--- config.mk ---
export PLATFORM = sky130hd
export DESIGN_NAME = sram_responder
export DESIGN_NICKNAME = d
export VERILOG_FILES = /design/src/rtl/arm_mem_pkg.sv /design/src/rtl/sram_responder_wait_counter.sv /design/src/rtl/sram_responder.sv
export SDC_FILE = /design/constraint.sdc
export NUM_CORES = 1
export LEC_CHECK = 0
export CELL_PAD_IN_SITES_DETAIL_PLACEMENT = 0
export CELL_PAD_IN_SITES_GLOBAL_PLACEMENT = 1
export CORE_AREA = 5 5 103 177
export DETAILED_ROUTE_END_ITERATION = 8
export DIE_AREA = 0 0 108 182
export PLACE_DENSITY_LB_ADDON = 0.1
export SYNTH_ARGS = -nofsm -noshare
export SYNTH_HDL_FRONTEND = slang
export SYNTH_SLANG_ARGS = --single-unit
--- constraint.sdc ---
create_clock -name clk -period 2.4 [get_ports clk]
set_input_delay 0.24 -clock clk [delete_from_list [all_inputs] [get_ports clk]]
set_output_delay 0.24 -clock clk [all_outputs]
set_load 0.1 [all_outputs]
--- src/rtl/arm_mem_pkg.sv ---
// Shared definitions for the data-memory SRAM responder.
// Latency: n/a (types and constants only).
// Backpressure: n/a.
package arm_mem_pkg;

    // Access sequencer states: request, low half-word, high half-word, completion
    typedef enum logic [1:0] {
        ST_IDLE = 2'd0,
        ST_LO   = 2'd1,
        ST_HI   = 2'd2,
        ST_DONE = 2'd3
    } state_e;

    localparam int          SRAM_DW       = 16;
    localparam int          CNT_W         = 4;
    localparam int unsigned DEF_BASE_ADDR = 1024;

endpackage

--- src/rtl/sram_responder_wait_counter.sv ---
// Wait-state counter: load a phase length, count down, flag the final cycle.
// Latency: 'last' is registered-count decode, asserted while count==1.
// Backpressure: none; load has priority over decrement.
module wait_counter
    import arm_mem_pkg::*;
(
    input  logic             clk,
    input  logic             rst,
    input  logic             load,
    input  logic [CNT_W-1:0] load_val,
    output logic             last
);

    logic [CNT_W-1:0] cnt_q;
    logic [CNT_W-1:0] cnt_d;

    // Reload at the start of each phase, otherwise count down and park at zero
    always_comb begin
        cnt_d = cnt_q;
        if (load) begin
            cnt_d = load_val;
        end else if (cnt_q != '0) begin
            cnt_d = cnt_q - 1'b1;
        end
    end

    // Counter register
    always_ff @(posedge clk or negedge rst) begin
        if (!rst) begin
            cnt_q <= '0;
        end else begin
            cnt_q <= cnt_d;
        end
    end

    assign last = (cnt_q == {{(CNT_W-1){1'b0}}, 1'b1});

endmodule

--- src/rtl/sram_responder.sv ---
// Serves 32-bit MEM-stage loads/stores as two 16-bit async-SRAM phases; optional BUS_ERR_EN adds 'err'.
// Latency: request in cycle 0, ready in cycle 2*WAIT_CYCLES+1 (cycle 1 for a rejected misaligned access).
// Backpressure: ready low stalls the pipeline; request inputs sampled only in IDLE.
module sram_responder
    import arm_mem_pkg::*;
#(
    parameter int unsigned BASE_ADDR   = DEF_BASE_ADDR,
    parameter int          SRAM_AW     = 18,
    parameter int          WAIT_CYCLES = 2
) (
    input  logic               clk,
    input  logic               rst,
    input  logic               mem_r_en,
    input  logic               mem_w_en,
    input  logic [31:0]        addr,
    input  logic [31:0]        wdata,
    output logic [31:0]        rdata,
    output logic               ready,
    output logic [SRAM_AW-1:0] sram_addr,
    output logic [SRAM_DW-1:0] sram_dq_o,
    output logic               sram_dq_oe,
    input  logic [SRAM_DW-1:0] sram_dq_i,
    output logic               sram_ce_n,
    output logic               sram_oe_n,
    output logic               sram_we_n
`ifdef BUS_ERR_EN
    ,
    output logic               err
`endif
);

    state_e             state_q, state_d;
    logic [SRAM_AW-2:0] waddr_q, waddr_d, waddr_in;
    logic [31:0]        wdata_q, wdata_d;
    logic               is_wr_q, is_wr_d;
    logic [31:0]        rdata_q, rdata_d;
    logic [SRAM_AW-1:0] sram_addr_q, sram_addr_d;
    logic [SRAM_DW-1:0] dq_o_q, dq_o_d;
    logic               dq_oe_q, dq_oe_d;
    logic               ce_n_q, ce_n_d;
    logic               oe_n_q, oe_n_d;
    logic               we_n_q, we_n_d;
    logic               req, accept, go_err, last, cnt_load;

    assign req      = mem_r_en | mem_w_en;
    assign accept   = (state_q == ST_IDLE) & req;
    // Word index relative to the data-memory base; upper bits wrap away on truncation
    assign waddr_in = (SRAM_AW-1)'((addr - 32'(BASE_ADDR)) >> 2);

`ifdef BUS_ERR_EN
    logic err_q, err_d;
    assign go_err = addr[1:0] != 2'b00;
    assign err_d  = accept & go_err;
    assign err    = err_q;

    // Error flag is high only during the DONE cycle of a rejected access
    always_ff @(posedge clk or negedge rst) begin
        if (!rst) begin
            err_q <= 1'b0;
        end else begin
            err_q <= err_d;
        end
    end
`else
    assign go_err = 1'b0;
`endif

    // Phase length counter is restarted on entry to LO and to HI
    assign cnt_load = (accept & ~go_err) | ((state_q == ST_LO) & last);

    wait_counter u_wait (
        .clk      (clk),
        .rst      (rst),
        .load     (cnt_load),
        .load_val (CNT_W'(WAIT_CYCLES)),
        .last     (last)
    );

    // State register
    always_ff @(posedge clk or negedge rst) begin
        if (!rst) begin
            state_q <= ST_IDLE;
        end else begin
            state_q <= state_d;
        end
    end

    // Next-state: each half-word phase ends on the counter's last cycle
    always_comb begin
        state_d = state_q;
        case (state_q)
            ST_IDLE: if (req)  state_d = go_err ? ST_DONE : ST_LO;
            ST_LO:   if (last) state_d = ST_HI;
            ST_HI:   if (last) state_d = ST_DONE;
            default:           state_d = ST_IDLE;
        endcase
    end

    // Outputs: ready, plus SRAM pin values decoded from the state being entered
    always_comb begin
        ready       = (state_q == ST_DONE) | ((state_q == ST_IDLE) & ~req);
        ce_n_d      = 1'b1;
        oe_n_d      = 1'b1;
        we_n_d      = 1'b1;
        dq_oe_d     = 1'b0;
        sram_addr_d = sram_addr_q;
        dq_o_d      = dq_o_q;
        if ((state_d == ST_LO) || (state_d == ST_HI)) begin
            ce_n_d      = 1'b0;
            sram_addr_d = {waddr_d, state_d == ST_HI};
            if (is_wr_d) begin
                we_n_d  = 1'b0;
                dq_oe_d = 1'b1;
                dq_o_d  = (state_d == ST_HI) ? wdata_d[31:16] : wdata_d[15:0];
            end else begin
                oe_n_d  = 1'b0;
            end
        end
    end

    // Request capture in IDLE and read-data capture on each read phase's last cycle
    always_comb begin
        waddr_d = waddr_q;
        wdata_d = wdata_q;
        is_wr_d = is_wr_q;
        rdata_d = rdata_q;
        if (accept) begin
            waddr_d = waddr_in;
            wdata_d = wdata;
            is_wr_d = mem_w_en;
        end
        if (!is_wr_q && last) begin
            if (state_q == ST_LO) rdata_d[15:0]  = sram_dq_i;
            if (state_q == ST_HI) rdata_d[31:16] = sram_dq_i;
        end
    end

    // Datapath and SRAM pin registers; reset forces the pins idle immediately
    always_ff @(posedge clk or negedge rst) begin
        if (!rst) begin
            waddr_q     <= '0;
            wdata_q     <= '0;
            is_wr_q     <= 1'b0;
            rdata_q     <= '0;
            sram_addr_q <= '0;
            dq_o_q      <= '0;
            dq_oe_q     <= 1'b0;
            ce_n_q      <= 1'b1;
            oe_n_q      <= 1'b1;
            we_n_q      <= 1'b1;
        end else begin
            waddr_q     <= waddr_d;
            wdata_q     <= wdata_d;
            is_wr_q     <= is_wr_d;
            rdata_q     <= rdata_d;
            sram_addr_q <= sram_addr_d;
            dq_o_q      <= dq_o_d;
            dq_oe_q     <= dq_oe_d;
            ce_n_q      <= ce_n_d;
            oe_n_q      <= oe_n_d;
            we_n_q      <= we_n_d;
        end
    end

    assign rdata      = rdata_q;
    assign sram_addr  = sram_addr_q;
    assign sram_dq_o  = dq_o_q;
    assign sram_dq_oe = dq_oe_q;
    assign sram_ce_n  = ce_n_q;
    assign sram_oe_n  = oe_n_q;
    assign sram_we_n  = we_n_q;

endmodule

# --- Word level (Yosys, flattened, before mapping) ---
# Index checks and enable logic that the tools add are counted.
word_totals:
  register_bits: 126
  mem_bits_rw: 0
  inputBits: 84
  memories: 0
  mem_bits_ro: 0
  latchBits: 0
  elab_cells: 53
  output_inout_bits: 71
op_classes:
  n_addsub: 2
  n_reduce_logical: 9
  order_cmp: 0
  n_shift: 0
  div: 0
  n_mul: 0
  mux: 16
  eq_ne: 6
  n_bitwise: 7
ops:
  columns: ["operator", "n"]
  rows:
  - ["$mux 32", 1]
  - ["$sub 19x11->19 const B", 1]
  - ["$mux 17", 1]
  - ["$mux 16", 1]
  - ["$mux 4", 2]
  - ["$mux 1", 7]
  - ["$eq 2x2->1 const B", 3]
  - ["$mux 2", 3]
  - ["$pmux 2 s3", 1]
  - ["$reduce_and 2->1", 3]
  - ["$eq 2x1->1 const B", 2]
  - ["$eq 4x1->1 const B", 1]
  - ["$reduce_bool 4->1", 1]
  - ["$sub 4x1->4 const B", 1]
  - ["$and 1x1->1", 3]
  - ["$or 1x1->1", 3]
  - ["$logic_not 2->1", 1]
  - ["$reduce_bool 2->1", 1]
  - ["$logic_and 1x1->1", 1]
  - ["$logic_not 1->1", 1]
  - ["$logic_or 1x1->1", 1]
  - ["$not 1->1", 1]

# --- Logic depth before layout (Yosys ltp) ---
# Gate-level depths: netlist (run 1).
depth:
  depth_word: 6
  depth_mapped: 11
  depth_no_buf: 9

# --- Hierarchy ---
# From an unflattened synthesis (run 1), not the netlist that was laid out.
unflattened:
  cells_unflattened: 460
  hier_area_um2: 5597.9
modules_own_cells:
  columns: ["mod", "seq_area_each_um2", "area_per_inst_um2", "instances", "cells_each"]
  rows:
  - ["sram_responder", 3056.7, 5332.6, 1, 436]
  - ["wait_counter", 100.1, 265.3, 1, 24]

# --- Worst setup path after synthesis (run 1) ---
# No wires, ideal clock.
synth_timing:
  kind: "reg2reg"
  start: "register u_wait.cnt_q[1]"
  end: "register dq_o_q[10], in the netlist sram_dq_o[10]"
  setup_slack_ns: -0.176
  t_arrival_ns: 2.451
  synth_period_minus_slack_ns: 2.576
  t_required_ns: 2.275
  stages_incl_launch_ff: 11
  setup_time_ns: 0.125
  n_path_buf: 2
  cell_sequence: "dfrtp_1 > inv_1 > ha_1 > nor3b_1 > mux2i_1 > nand2_1 > ha_1 > buf_2 > nor2_2 > buf_6 > mux2_2"
synth_between:
  elab_chain_len: 6
  elab_cells_between_ends: 9
  classes_between: "3 x eq/ne; 4 x mux; 2 x reduce/logical"
synth_rtl:
  columns: ["item", "line_no", "source"]
  rows:
  - ["start, declared", "sram_responder_wait_counter.sv:14", "logic [CNT_W-1:0] cnt_q;"]
  - ["start signal, assigned", "sram_responder_wait_counter.sv:32", "cnt_q <= cnt_d;"]
  - ["$eq 4x1->1 *", "sram_responder_wait_counter.sv:36", "assign last = (cnt_q == {{(CNT_W-1){1'b0}}, 1'b1});"]
  - ["$mux 2 (on tied branches)", "sram_responder.sv:94, sram_responder.sv:93", null]
  - ["$pmux 2 s3 *", "sram_responder.sv:91", "case (state_q)"]
  - ["$eq 2x1->1 or $eq 2x2->1 (tied branches)", "sram_responder.sv:108, sram_responder.sv:114", null]
  - ["$logic_or 1x1->1", "sram_responder.sv:108", "if ((state_d == ST_LO) || (state_d == ST_HI)) begin"]
  - ["$reduce_and 2->1 (no source line)", null, null]
  - ["end signal, assigned", "sram_responder.sv:157", "dq_o_q <= dq_o_d;"]
  - ["end, declared", "sram_responder.sv:38", "logic [SRAM_DW-1:0] dq_o_q, dq_o_d;"]
# Every way passes the cells marked *; elsewhere a longest branch is shown, timed or not.
# A chain may end at the register's enable or synchronous reset.

# --- Final worst setup path (run 1) ---
layout_timing:
  start: "register u_wait.cnt_q[1]"
  end: "register dq_o_q[14], in the netlist sram_dq_o[14]"
# Same word-level chain as after synthesis.

==> impl_results.md, run 1 <==
- Run status: completed
- Wire length of the first global-routing pass: ~21000 um
- Aggregate negative setup slack: 0 ps
- Final-report hold violation count: 0
- Fraction of synthesis flops using an asynchronous set or reset pin: 1.00
- Remaining max-slew budget at the tightest pin: 0.486
- Share of post-route cells with drive strength above 1: 0.329
- CTS sink cnt: ~130
- Floorplan core area: 16700 um2
- Worst path setup slack after routing: ~140 ps
- Syn_area_per_cell: 12.1 um2
- Post-Synthesis Net Count: between 500 and 600
- Tot GR Track Use: 0.142
- Count of routing violations after the opening detailed-route iteration: between 70 and 80
- Via Count: a little under 4000
- Layout Skew: around 8.3 ps
- Critical path capture point type: flop
- Final cell count without fillers: roughly 850
- Critical path required time: 2690 ps
- RSZ-0062 raised after global routing: no
- Ys Warns: 0
- Utilization after layout: 0.466
- Number of top-level design ports: ~160
- Highest clock frequency the design can meet: about 440 MHz
- DRC violations left: 0
- Number of placed cells counting well taps: around 800
- Maximum Capacitance Violations: 0
- Transition time at the pin with the least slew margin: ~770 ps
- Clock root buffer master: clkbuf_16
- Vias in the first global route: between 4000 and 5000
- Area enclosed by the die boundary: between 15000 and 20000 um2
- R2r endpoint: sram_dq_o[14]
- Mean number of vias per cell: about 4.6
- Category of the critical setup timing path: reg -> reg
- Register-to-register setup slack: approximately 140 ps
- Number of antenna-violating nets in the routed design: 0
- Overflow left after global routing: 0
- Clock-pin slew of the registers on the worst-case setup and hold paths: approximately 60 ps
- Initial core utilization: 0.331
- Distinct cells, synth: 40
- Clock tree from TritonCTS: yes
- Origin of the critical flop-to-flop path: u_wait.cnt_q[1]
- Sequential element share of the synthesized area: 0.570
- Startpoint kind of the worst setup timing path: flop
- Port buffer count: 139
- Number of buffers created by CTS: 17
- Deepest clock path buffer count: 2
- Final critical delay including setup and external delays: around 2300 ps
- CTS H-Tree Depth: 4
- HP Class: in -> async
- Number of iterations in the first detailed-routing pass: 4
- Core Rows: 63
- Share of the cycle needed by the critical path after routing: 0.940
- Post-synthesis instance area: roughly 5500 um2
- GP Congestion: just under 0.7
- Buffers inserted by post-CTS timing repair: 0
- Final slew viol count: 0
- Number of instances in the synthesized netlist: between 400 and 500
- Predominant post-synthesis flop cell: dfrtp_1
- Wire length reported by the detailed router: around 13000 um
- Worst reg2reg path depth: 9
- CP Data Arrival Time: 2550 ps
- Antenna fix cells: 0
- Number of antenna violations at the first check in global routing: 0
- Final routed wire length divided by cell count: between 15 and 20 um
- Layout net count: around 700
- Worst Setup Slack post-DPL: approximately 120 ps
- Area growth from synthesis to layout: 40.7%
- Flops & latches, synth: 126
- Vert. Die Dim: 182 um
- Crit-path max FO: 18
- Detailed placer's ending HPWL: about 9500 um
- Number of synthesized flops with an enable pin: 0
- Total setup violations reported at the end of the flow: 0
- Source-to-sink clock delay at the later pin of the worst-skew pair: 420 ps
- Width of the chip: 108 um
- Pin count of the biggest net entering global routing: 45
-- area by class of cell --
cell class	instances	area [um2]
Inverter	7	26.3
Clock inverter	15	186
Clock buffer	17	425
Sequential cell	126	3160
Fill cell	1590	8920
Multi-Input combinational cell	301	2240
Timing Repair Buffer	161	1470
Tap cell	227	284
-- state kept, by name, indices dropped and copies added (netlist names) --
name,cells
u_wait.cnt_q,4
sram_addr,18
is_wr_q,1
sram_we_n,1
rdata,32
sram_ce_n,1
waddr_q,17
sram_dq_oe,1
state_q,2
sram_dq_o,16
wdata_q,32
sram_oe_n,1
-- critical path, stage by stage (launching register included) --
cell and delay [ps]:
dfrtp_1 390, inv_1 100, ha_1 160, nor3b_2 220, mux2i_1 200, nand2_1 120
ha_4 280, nor2_4 120, buf_12 180, mux2_2 350
-- how the worst max path moves through the flow --
stage,startpoint,end,slack [ps],cells past startpoint
6_report,u_wait.cnt_q[1],sram_dq_o[14],140,9
5_1_grt,u_wait.cnt_q[1],sram_dq_o[0],30,10
4_1_cts,u_wait.cnt_q[1],sram_dq_o[14],110,9
3_5_place_dp,u_wait.cnt_q[1],sram_dq_o[14],120,9
3_3_place_gp,u_wait.cnt_q[1],sram_dq_o[1],140,9
2_1_floorplan,u_wait.cnt_q[1],sram_dq_o[10],30,10
-- per-stage QoR --
step	area (um2)	hold WS (ps)
after CTS	7760	357
after detailed placement	7140	273
final	7790	363
after floorplan	5550	-55.6
after global routing	7790	383
after global placement	7140	258
-- routing by layer --
layer  part of all wire  track usage  up-vias
li1                   -            -     1861
met1               0.39        0.159     1942
met2               0.53        0.246       96
met3              0.062       0.0530       11
met4              0.013       0.0485        0
met5                  0            0        -
-- repair_timing --
action / 4_1_cts / 5_1_grt
setup endpoints to repair: 0 / 2
gates resized for setup: 0 / 1
hold buffers: 1 / 0
endpoints found under the hold margin: 39 / 0
-- Yosys cell counts, types with 2 or more instances --
library cell,number,share of area
nor3_1,6,0.0054
mux2_4,10,0.027
nor2_1,15,0.010
dfstp_2,3,0.014
or3_1,2,0.0023
nand2_1,111,0.075
mux2_2,58,0.12
nand2b_1,2,0.0023
xor2_1,2,0.0032
nor2_2,2,0.0023
ha_1,5,0.011
xnor2_1,4,0.0063
clkbuf_1,8,0.0054
nand3b_1,4,0.0054
dfrtp_1,123,0.56
o21ai_0,7,0.0063
nor3b_1,2,0.0027
buf_6,4,0.0081
o31ai_1,5,0.0068
inv_1,7,0.0047
buf_2,10,0.0090
mux2i_1,49,0.089
-- layout by cell type (no fill, tap or decap), drive strengths merged, types with 6 or more instances in the layout --
master,instances
buf,92
clkbuf,18
clkdlybuf4s50,67
clkinv,7
dfrtp,123
inv,11
mux2,68
mux2i,49
nand2,111
nor2,18
nor3,6
o21ai,7
-- kinds of logic (layout without fill, tap and decap cells) --
group,after synthesis,in the layout,synth area share
AO/OA/AOI/OAI,21,21,0.0264
flip-flops,126,126,0.570
buffers and inverters,30,200,0.0309
adder cells (fa/ha/maj),5,5,0.0113
AND/OR/NAND/NOR,152,152,0.118
XOR/XNOR,6,6,0.00949
multiplexers,117,117,0.234
Power of run 1 is left out: the tool's default activity adds up to more than one toggle a clock period on the data nets, which glitch-free logic cannot reach.
==> inputs of run 2 (changes only) <==
--- a/config.mk
+++ b/config.mk
@@ -7,9 +7,10 @@
 export LEC_CHECK = 0
 export CELL_PAD_IN_SITES_DETAIL_PLACEMENT = 0
 export CELL_PAD_IN_SITES_GLOBAL_PLACEMENT = 1
-export CORE_AREA = 5 5 103 177
+export CORE_AREA = 2 2 88 154
 export DETAILED_ROUTE_END_ITERATION = 8
-export DIE_AREA = 0 0 108 182
+export DIE_AREA = 0 0 90 156
+export DONT_BUFFER_PORTS = 1
 export PLACE_DENSITY_LB_ADDON = 0.1
 export SYNTH_ARGS = -nofsm -noshare
 export SYNTH_HDL_FRONTEND = slang
==> impl_results.md, run 2 (synthesis gave the netlist of run 1 again) <==
- Run status: complete, but fails checks (was completed)
- Violations in the final reports: hold timing
- Worst reg2reg path depth: 9 (unchanged)
- R2r endpoint: sram_dq_o[9] (was sram_dq_o[14])
- Combined area of the multi-input logic cells: 2250 um2 (was 2240 um2)
- Port buffer count: 0 (was 139)
- Width of the chip: 90 um (was 108 um)
- Total setup violations reported at the end of the flow: 0 (unchanged)
- Mean number of vias per cell: 5.06 (was 4.58)
- Clock tree from TritonCTS: yes (unchanged)
- Via Count: 3616 (was 3910)
- Number of top-level design ports: 155 (unchanged)
- Clock root buffer master: clkbuf_16 (unchanged)
- Category of the critical setup timing path: reg -> reg (unchanged)
- Deepest clock path buffer count: 2 (unchanged)
- Clock-pin slew of the registers on the worst-case setup and hold paths: 60 ps (about the same)
- Number of buffers created by CTS: 17 (unchanged)
- Critical path required time: 2690 ps (about the same)
- Storage cell area: 3160 um2 (unchanged)
- Source-to-sink clock delay at the later pin of the worst-skew pair: 410 ps (was 420 ps)
- Tot GR Track Use: 0.179 (was 0.142)
- Final critical delay including setup and external delays: 2250 ps (was 2260 ps)
- Layout Skew: 12.0 ps (was 8.34 ps)
- Origin of the critical flop-to-flop path: u_wait.cnt_q[1] (unchanged)
- HP Class: in -> async (unchanged)
- Utilization after layout: 0.554 (was 0.466)
- Share of post-route cells with drive strength above 1: 0.250 (was 0.329)
- Number of iterations in the first detailed-routing pass: 4 (unchanged)
- CTS H-Tree Depth: 4 (unchanged)
- GP Congestion: 0.733 (was 0.694)
- Crit-path max FO: 5 (was 18)
- Highest-count cells in the layout ignoring fill and taps: dfrtp_1, nand2_1, mux2_2 (was dfrtp_1, nand2_1, buf_4)
- Area enclosed by the die boundary: 14000 um2 (was 19700 um2)
- Hold Buf Count CTS: 57 (was 1)
- Wire length of the first global-routing pass: 19700 um (was 21400 um)
- Most common cell after layout, fill and taps aside: dfrtp_1 (unchanged)
- Detailed placer's ending HPWL: 7690 um (was 9510 um)
- Number of antenna-violating nets in the routed design: 0 (unchanged)
- Final slew viol count: 0 (unchanged)
- Worst slack on hold paths: -474 ps (was 363 ps)
- Wire length reported by the detailed router: 12300 um (was 13400 um)
- CTS sink cnt: 126 (unchanged)
- Area growth from synthesis to layout: 27.9% (was 40.7%)
- Core Rows: 55 (was 63)
- Initial core utilization: 0.433 (was 0.331)
- Share of the cycle needed by the critical path after routing: 0.939 (was 0.940)
- Final routed wire length divided by cell count: 17.1 um (was 15.7 um)
- Floorplan core area: 12800 um2 (was 16700 um2)
- Remaining max-slew budget at the tightest pin: 0.371 (was 0.486)
- Number of antenna violations at the first check in global routing: 0 (unchanged)
- Final-report hold violation count: 126 (was 0)
- Startpoint kind of the worst setup timing path: flop (unchanged)
- Transition time at the pin with the least slew margin: 944 ps (was 771 ps)
- Overflow left after global routing: 0 (unchanged)
- Register-to-register setup slack: 150 ps (was 140 ps)
- Layout net count: 620 (was 703)
- Vert. Die Dim: 156 um (was 182 um)
- Vias in the first global route: 3886 (was 4136)
- Highest clock frequency the design can meet: 444 MHz (was 443 MHz)
- Pin count of the biggest net entering global routing: 127 (was 45)
- DRC violations left: 0 (unchanged)
- Critical path capture point type: flop (unchanged)
- Count of routing violations after the opening detailed-route iteration: 132 (was 79)
- Maximum Capacitance Violations: 0 (unchanged)
- Final-layout fill cell count: 1158 (was 1590)
- Antenna fix cells: 0 (unchanged)
- CP Data Arrival Time: 2540 ps (was 2550 ps)
-- run 2: cell types whose count changed in the layout (fill, tap and decap cells not counted), sizes merged --
cell / previous run / this run
buf: 92 / 20
bufinv: 3 / 4
clkbuf: 18 / 21
clkdlybuf4s50: 67 / 0
clkinv: 7 / 4
clkinvlp: 1 / 3
dlygate4sd3: 1 / 57
inv: 11 / 8
-- run 2: how the worst max path moves through the flow --
| stage | start | endpoint | slack, ps | cells after the start |
|---|---|---|---|---|
| floorplan | u_wait.cnt_q[1] | sram_dq_o[10] | 30 | 10 |
| global placement | u_wait.cnt_q[1] | sram_dq_o[0] | 140 | 9 |
| detailed placement | u_wait.cnt_q[1] | sram_dq_o[7] | 100 | 9 |
| CTS | u_wait.cnt_q[1] | sram_dq_o[7] | 110 | 9 |
| global route | u_wait.cnt_q[1] | sram_dq_o[8] | -20 | 9 |
| finish | u_wait.cnt_q[1] | sram_dq_o[9] | 150 | 9 |
-- run 2: critical path, cell delays in order (launching register included) --
cell       delay [ps]
dfrtp_1           390
inv_2              70
ha_2              190
nor3b_4           210
mux2i_1           200
nand2_1           120
ha_4              250
nor2_4            200
clkbuf_16         200
mux2_2            320
-- run 2: layout make-up --
cell class,count,share of cell area
Tap cell,171,0.0302
Clock inverter,12,0.0258
Inverter,7,0.00371
Sequential cell,126,0.445
Clock buffer,20,0.0659
Multi-Input combinational cell,301,0.318
Timing Repair Buffer,78,0.111
-- run 2: repair_timing --
action,in CTS,in global routing
endpoints found under the hold margin,199,126
buffers inserted,0,1
gates resized for setup,0,4
endpoints found under the setup margin,0,29
-- run 2: layer usage --
metal | vias to the layer above | global-route usage | share of wire
met4 | 0 | 0.0571 | 0.0061
met3 | 4 | 0.0657 | 0.062
met1 | 1809 | 0.197 | 0.39
met5 | - | 0 | 0
li1 | 1705 | - | -
met2 | 98 | 0.320 | 0.54
-- run 2: per-stage QoR --
| stage | TNS [ps] | hold slack (ps) | cell area (um2) | worst slack [ps] | std cells |
|---|---|---|---|---|---|
| 2_1_floorplan | 0 | -55.6 | 5550 | 25.8 | 457 |
| 3_3_place_gp | 0 | -53.2 | 5800 | 135 | 623 |
| 3_5_place_dp | 0 | -52.8 | 5800 | 104 | 623 |
| 4_1_cts | 0 | -495 | 7020 | 106 | 712 |
| 5_1_grt | -210 | -506 | 7090 | -20.3 | 715 |
| 6_report | 0 | -474 | 7090 | 146 | 715 |
Power of run 2 is left out for the same reason.
==> inputs of run 3 (changes only) <==
--- a/config.mk
+++ b/config.mk
@@ -8,10 +8,12 @@
 export CELL_PAD_IN_SITES_DETAIL_PLACEMENT = 0
 export CELL_PAD_IN_SITES_GLOBAL_PLACEMENT = 1
 export CORE_AREA = 2 2 88 154
+export CTS_CLUSTER_SIZE = 8
 export DETAILED_ROUTE_END_ITERATION = 8
 export DIE_AREA = 0 0 90 156
 export DONT_BUFFER_PORTS = 1
 export PLACE_DENSITY_LB_ADDON = 0.1
+export SLEW_MARGIN = 0
 export SYNTH_ARGS = -nofsm -noshare
 export SYNTH_HDL_FRONTEND = slang
 export SYNTH_SLANG_ARGS = --single-unit
==> results of run 3 <==
Same layout as run 2: the final DEF is identical, and so are final timing and power.
Power of run 3 is left out for the same reason.
